===== src/rtl/nexys_starship_game_ctrl.sv =====
// ---------------------------------------------------------------------------
// nexys_starship_game_ctrl: starship game sequencer (lives, levels, pause, banner)
// Rev 1.0
// ---------------------------------------------------------------------------
`default_nettype none

module nexys_starship_game_ctrl #(
   parameter int NUM_LIVES     = 3,
   parameter int NUM_LEVELS    = 4,
   parameter int BANNER_CYCLES = 100000000
) (
   input  logic       Clk,
   input  logic       Reset_n,
   input  logic       BtnU,
   input  logic       BtnC,
   input  logic       hit,
   input  logic       level_clear,
   output logic       q_Init,
   output logic       q_Play,
   output logic       q_Pause,
   output logic       q_LevelUp,
   output logic       q_GameOver,
   output logic       play_flag,
   output logic [3:0] lives,
   output logic [3:0] level,
   output logic       win
);

   localparam int         C_CW       = (BANNER_CYCLES > 2) ? $clog2(BANNER_CYCLES) : 1;
   localparam logic [3:0] C_LIVES    = 4'(NUM_LIVES);
   localparam logic [3:0] C_LAST_LVL = 4'(NUM_LEVELS - 1);
   localparam logic [C_CW-1:0] C_CNT_LOAD = C_CW'(BANNER_CYCLES - 1);

   typedef enum logic [2:0] {
      S_INIT     = 3'd0,
      S_PLAY     = 3'd1,
      S_PAUSE    = 3'd2,
      S_LEVELUP  = 3'd3,
      S_GAMEOVER = 3'd4
   } state_t;

   state_t          state_q, state_d;
   logic [3:0]      lives_q, lives_d;
   logic [3:0]      level_q, level_d;
   logic            win_q, win_d;
   logic [C_CW-1:0] cnt_q, cnt_d;
   logic [4:0]      flags_q, flags_d;
   logic            play_q, play_d;
   logic            btnu_prev_q, btnc_prev_q;

   logic btnu_edge, btnc_edge;
   assign btnu_edge = BtnU & ~btnu_prev_q;
   assign btnc_edge = BtnC & ~btnc_prev_q;

   always_comb begin
      state_d = state_q;
      lives_d = lives_q;
      level_d = level_q;
      win_d   = win_q;
      cnt_d   = cnt_q;
      unique case (state_q)
         S_INIT: begin
            if (btnu_edge) begin
               state_d = S_PLAY;
               lives_d = C_LIVES;
               level_d = 4'd0;
               win_d   = 1'b0;
            end
         end
         S_PLAY: begin
            // a hit outranks a simultaneous level_clear, both outrank pause
            if (hit) begin
               if (lives_q <= 4'd1) begin
                  lives_d = 4'd0;
                  win_d   = 1'b0;
                  state_d = S_GAMEOVER;
               end else begin
                  lives_d = lives_q - 4'd1;
               end
            end else if (level_clear) begin
               if (level_q >= C_LAST_LVL) begin
                  win_d   = 1'b1;
                  state_d = S_GAMEOVER;
               end else begin
                  level_d = level_q + 4'd1;
                  cnt_d   = C_CNT_LOAD;
                  state_d = S_LEVELUP;
               end
            end else if (btnc_edge) begin
               state_d = S_PAUSE;
            end
         end
         S_PAUSE: begin
            if (btnc_edge || btnu_edge) state_d = S_PLAY;
         end
         S_LEVELUP: begin
            if (cnt_q == '0) state_d = S_PLAY;
            else             cnt_d   = cnt_q - 1'b1;
         end
         S_GAMEOVER: begin
            if (btnu_edge) begin
               state_d = S_INIT;
               lives_d = 4'd0;
               level_d = 4'd0;
               win_d   = 1'b0;
            end
         end
         default: begin
            state_d = S_INIT;
            lives_d = 4'd0;
            level_d = 4'd0;
            win_d   = 1'b0;
            cnt_d   = '0;
         end
      endcase
   end

   // flags are registered from the next state so they are one-hot even if state_q is corrupted
   always_comb begin
      flags_d = 5'b10000;
      play_d  = 1'b0;
      unique case (state_d)
         S_PLAY:     begin flags_d = 5'b01000; play_d = 1'b1; end
         S_PAUSE:    begin flags_d = 5'b00100; play_d = 1'b1; end
         S_LEVELUP:  begin flags_d = 5'b00010; play_d = 1'b1; end
         S_GAMEOVER: begin flags_d = 5'b00001; end
         default:    begin flags_d = 5'b10000; end
      endcase
   end

   always_ff @(posedge Clk or negedge Reset_n) begin
      if (!Reset_n) begin
         state_q     <= S_INIT;
         lives_q     <= 4'd0;
         level_q     <= 4'd0;
         win_q       <= 1'b0;
         cnt_q       <= '0;
         flags_q     <= 5'b10000;
         play_q      <= 1'b0;
         btnu_prev_q <= 1'b1;
         btnc_prev_q <= 1'b1;
      end else begin
         state_q     <= state_d;
         lives_q     <= lives_d;
         level_q     <= level_d;
         win_q       <= win_d;
         cnt_q       <= cnt_d;
         flags_q     <= flags_d;
         play_q      <= play_d;
         btnu_prev_q <= BtnU;
         btnc_prev_q <= BtnC;
      end
   end

   assign {q_Init, q_Play, q_Pause, q_LevelUp, q_GameOver} = flags_q;
   assign play_flag = play_q;
   assign lives     = lives_q;
   assign level     = level_q;
   assign win       = win_q;

endmodule

`default_nettype wire


===== config.mk =====
export PLATFORM = sky130hd
export DESIGN_NAME = nexys_starship_game_ctrl
export DESIGN_NICKNAME = d
export VERILOG_FILES = /design/src/rtl/nexys_starship_game_ctrl.sv
export SDC_FILE = /design/constraint.sdc
export NUM_CORES = 1
export LEC_CHECK = 0
export CORE_AREA = 2 2 78 80
export DETAILED_ROUTE_END_ITERATION = 12
export DIE_AREA = 0 0 80 82
export GPL_ROUTABILITY_DRIVEN = 0
export HOLD_SLACK_MARGIN = 0.06
export PLACE_DENSITY = 0.69
export SLEW_MARGIN = 20
export SYNTH_ARGS = -nofsm -noshare
export SYNTH_HDL_FRONTEND = slang
export SYNTH_SLANG_ARGS = --single-unit

===== constraint.sdc =====
create_clock -name Clk -period 2.7 [get_ports Clk]
set_input_delay 0.54 -clock Clk [delete_from_list [all_inputs] [get_ports Clk]]
set_output_delay 0.54 -clock Clk [all_outputs]
set_load 0.02 [all_outputs]

* After elaboration in Yosys (flattened, before gate mapping)
Cells that the tools add are included.
Storage, ports and cells: output and inout port bits 15, word-level logic and storage cells 82, bits in registers 47
Operators by class: bitwise logic cells 6, reduce and logical (&&, ||, !) cells 11, eq/ne operators 19, multiplexer cells 32, add/subtract/negate cells 3, order comparisons 2
Operator list (number):
- 27-bit two-way mux | 4
- 27-bit one-hot mux with 3 select lines | 1
- 4-bit two-way mux | 7
- 27-bit zero test | 1
- 3-bit two-way mux | 9
- 27-bit by 1-bit subtractor with 27-bit output, second input constant | 1
- 5-bit one-hot mux with 4 select lines | 1
- 4-bit one-hot mux with 4 select lines | 1
- 3-bit one-hot mux with 5 select lines | 1
- 5-bit AND reduction | 3
- 2-bit inequality test, second input constant | 7
- 3-bit by 2-bit equality test with 1-bit output, second input constant | 4
- 4-bit one-hot mux with 3 select lines | 1
- 3-bit inequality test, second input constant | 3
- 3-bit by 1-bit equality test with 1-bit output, second input constant | 2
- 3-bit equality test, second input constant | 2
- 1-bit two-way mux | 6
- 3-bit OR reduction | 2
- 4-bit by 1-bit adder with 4-bit output, second input constant | 1
- 4-bit by 2-bit >= comparator with 1-bit output, second input constant | 1
- 4-bit by 1-bit <= comparator with 1-bit output, second input constant | 1
- 1-bit NOT | 4
- 4-bit AND reduction | 1
- 2-bit OR reduction | 2
- other kinds (6) | 7

* Logic depth before layout (Yosys ltp)
depth after elaboration 9, gate-level depth with buffers 9

* Worst setup path before layout
Ideal clock, no wire load.
path kind register to register, start point register level_q[0], in the netlist level[0], end point register cnt_q[15], data arrival time 2.174 ns, period minus slack after synthesis 2.256 ns, stages on the path, launching flop included 8, setup slack 0.444 ns, required time 2.618 ns, cell sequence dfrtp_1 -> ha_1 -> or4b_2 -> a211o_1 -> o41ai_2 -> o21ai_4 -> buf_2 -> o22ai_1
Between the ends: word-level cells in the longest chain between the ends 3
RTL lines:
- start, declared | line 44 | logic [3:0] level_q, level_d;
- start signal, assigned | line 145 | level_q <= level_d;
- 4-bit by 2-bit >= comparator with 1-bit output | line 81 | if (level_q >= C_LAST_LVL) begin
- 2-bit inequality test (no line)
- 5-bit AND reduction (no line)
- end signal, assigned | line 147 | cnt_q <= cnt_d;
- end, declared | line 46 | logic [C_CW-1:0] cnt_q, cnt_d;
Every way passes these cells. A chain may end at the register's enable or synchronous reset.

* Final worst setup path
start point register cnt_q[0], end point register cnt_q[6]
Between the ends: word-level cells in the longest chain between the ends 3, elaborated cells between the ends (all ways) 6
RTL lines (line):
- 27-bit by 1-bit subtractor with 27-bit output / 27-bit zero test (equally long branches) | 98, 97
- 27-bit two-way mux / 2-bit inequality test (equally long branches)
- 27-bit one-hot mux with 3 select lines / 5-bit AND reduction (equally long branches)
Parallel ways exist; a longest one is shown, timed or not. The select of a mux whose other input is x is not followed.

==> results.cfg <==
[worst_setup_path]
critPathLaunchType = register
cp_data_arrival_time_ns = 2.52
cp_max_fo = 18
cp-end-kind = register
slowest_stage = o21ai_4
cp_slowest_stage_delay_ns = 0.46
path_cells = inv_1 > ha_1 > nor4b_1 > nand3_1 > o21ba_2 > o21ai_4 > o21ai_0
required_ns = 2.87
path_class = reg2reg

[cts]
cts_num_sinks = 47
postCtsSetupRepairBufs = 0
cts_inserted_buffers = 5
cts_resized = 0
cts_max_path_buffers = 2
clock_latency_ns = 0.31
cts-root-buf = clkbuf_8
htreeDepth = 2
cts.clk_slew.worst_paths_ns = 0.10
postCtsHoldBufs = 0
cts_tree = yes

[cells_and_area]
drive_above_1_share_pct = 15.0
n_antenna_cell = 0
syn_to_final_growth_pct = 17.2
final_nets = 329

[global_route]
gr-total-overflow = 0
grt_max_degree = 48
grt_usage_pct = 22.1
antenna_found_initial = 0
grt_pass1_vias = 2304
grt_pass1_wl_mm = 11.3

[synthesis]
synth_fa_ha_area_share_pct = 2.25
synth_flop_cell = dfrtp_1
yosys.area_share.simple_pct = 22.9
synth-xor-area-share_pct = 0
async_flop_share_pct = 100
syn_inst = 290
synth-compound-area-share_pct = 27.8
synth_top_family_by_area = compound AO/OA/AOI/OAI gates
synth_mux_area_share_pct = 0.359
yosysSeqAreaShare_pct = 42.4
synth_area_um2 = 2790
synth_cell_types = 58
syn-mean-instance-area_um2 = 9.60
ys_warn_count = 0
synth_edf_count = 0
synthesis.nets = 301
ys_ff_latch = 47

[timing]
setup_ws_ns = 0.349
maxSlewHeadroom_pct = 62.8
fmax_mhz = 425
finalCriticalPeriod_ns = 2.35
hold_viol = 0
skew_ns = 0.0106
tightestPinTransition_ns = 0.552
finalSetupViolCount = 0
drv_slew = 0
holdWs_ns = 0.207
tns_ns = 0
rsz0062_at_grt = false
timing.final.crit_share_pct = 87.1

[placement]
portBuffers = 20
post-place-ws_ns = 0.0757
dp_hpwl_mm = 4.49

[floorplanning]
rows = 28
boundaryPins = 21
core-area_um2 = 5750
fp.dieW_um = 80
start_util_pct = 48.5
die_area_um2 = 6560
die_h_um = 82

[min_path]
min_path_type = in2async

[job]
timing.max_cap.violations = 0

[pwr]
power_density_nw_per_um2 = 1140
p_leak_nw = 1.30
total_power_w = 0.00373
peakVddDrop_mv = 0.538

[routing]
routed_via_density = 6.29
drt-pass1-iter-count = 4
wl_per_cell_um = 16.9
drtIter0Drc = 144
via_count = 2480
ant_nets = 0
route.detailed.drc = 0
wl_mm = 6.67

[run_status]
status = finished clean
[Yosys cell counts, types with 3 or more instances]
cell / number / share of area [%]
nand2b_1: 4 / 0.90
nor2b_1: 3 / 0.67
nand2_1: 18 / 2.4
clkbuf_1: 9 / 1.2
o22ai_1: 5 / 1.1
o211ai_1: 12 / 3.2
or2_2: 3 / 0.67
and2_1: 5 / 1.1
or4_1: 10 / 2.7
a21boi_0: 7 / 1.9
ha_1: 5 / 2.2
nor4_4: 4 / 3.1
nor3_1: 6 / 1.1
dfrtp_1: 44 / 40
nand4_1: 3 / 0.67
nor2_1: 15 / 2.0
inv_1: 12 / 1.6
nor4_1: 3 / 0.67
o41ai_1: 3 / 0.94
o21a_1: 3 / 0.81
buf_4: 3 / 0.81
nand3_1: 7 / 1.3
o31ai_1: 19 / 5.1
dfstp_2: 3 / 2.8
o31a_1: 4 / 1.3
o21ai_0: 26 / 4.7
or3_1: 5 / 1.1
a21oi_1: 12 / 2.2
[flip-flops by register name (all words and copies together), names as in the netlist, 3 cells and up]
signal,count
cnt_q,27
flags_q,5
level,4
lives,4
state_q,3
[where the power goes]
| part | internal (W) | total, W | switching, W | leakage [nW] |
|---|---|---|---|---|
| Sequential | 0.000964 | 0.00127 | 0.000304 | 0.606 |
| Clock | 0.000281 | 0.000544 | 0.000263 | 0.0587 |
| Combinational | 0.000812 | 0.00192 | 0.00111 | 0.631 |
[final timing paths]
kind,cells after the start,to,slack [ns],from
worst min-delay path,2,state_q[2],0.21,Reset_n
worst min register to register,2,cnt_q[22],0.54,cnt_q[22]
worst max register to register,7,cnt_q[6],0.35,cnt_q[0]
max in group asynchronous,2,btnu_prev_q,2.22,Reset_n
min in group Clk,2,cnt_q[22],0.54,cnt_q[22]
worst max-delay path,7,cnt_q[6],0.35,cnt_q[0]
[through the flow]
stage	util [%]	cell area, um2	std cells
CTS	56.8	3260	394
global placement	54.8	3150	386
finish	56.8	3260	394
global route	56.8	3260	394
detailed placement	54.8	3150	386
floorplan	-	2790	290
[cells by family (layout without fill, tap and decap cells)]
logic type,Yosys count,after routing
flops,47,47
mux,1,1
simple gates,99,99
buf+inv,27,56
fa+ha+maj,5,5
compound gates,111,111
[final cells by class]
class / instances / area (um2)
Fill cell: 497 / 2480
Multi-Input combinational cell: 216 / 1490
Sequential cell: 47 / 1180
Timing Repair Buffer: 36 / 340
Tap cell: 75 / 93.8
Clock buffer: 5 / 68.8
Clock inverter: 3 / 47.5
Inverter: 12 / 45.0
[worst max-delay path, delay by kind of cell (launching register included)]
kind	cells	cell delay, ns
adders and majority gates	1	0.17
and+or+nand+nor	2	0.50
AOI/OAI and AO/OA	3	0.99
buffers and inverters	1	0.14
DFF	1	0.42
[routing by layer]
layer  track usage (%)  vias up  part of all wire (%)
met2              36.0       75                    47
li1                  -     1172                     -
met1              30.2     1227                    47
met3              4.18        6                   4.9
met5                 0        -                     0
met4              6.44        0                   1.1
[layout by cell type, fill, tap and decap left out, types with 4 or more instances in the layout]
| cell type | n |
|---|---|
| o31a_1 | 4 |
| clkdlybuf4s50_1 | 19 |
| clkbuf_8 | 5 |
| nor2_1 | 15 |
| nand2b_1 | 4 |
| and2_1 | 5 |
| ha_1 | 5 |
| buf_4 | 14 |
| inv_1 | 12 |
| nor3_1 | 5 |
| or4_1 | 10 |
| o211ai_1 | 12 |
| o21ai_0 | 26 |
| a21oi_1 | 12 |
| o31ai_1 | 19 |
| nor4_4 | 4 |
| o22ai_1 | 5 |
| or3_1 | 5 |
| nand3_1 | 7 |
| dfrtp_1 | 44 |
| a21boi_0 | 7 |
| nand2_1 | 18 |
(Power assumes the default switching activity.)
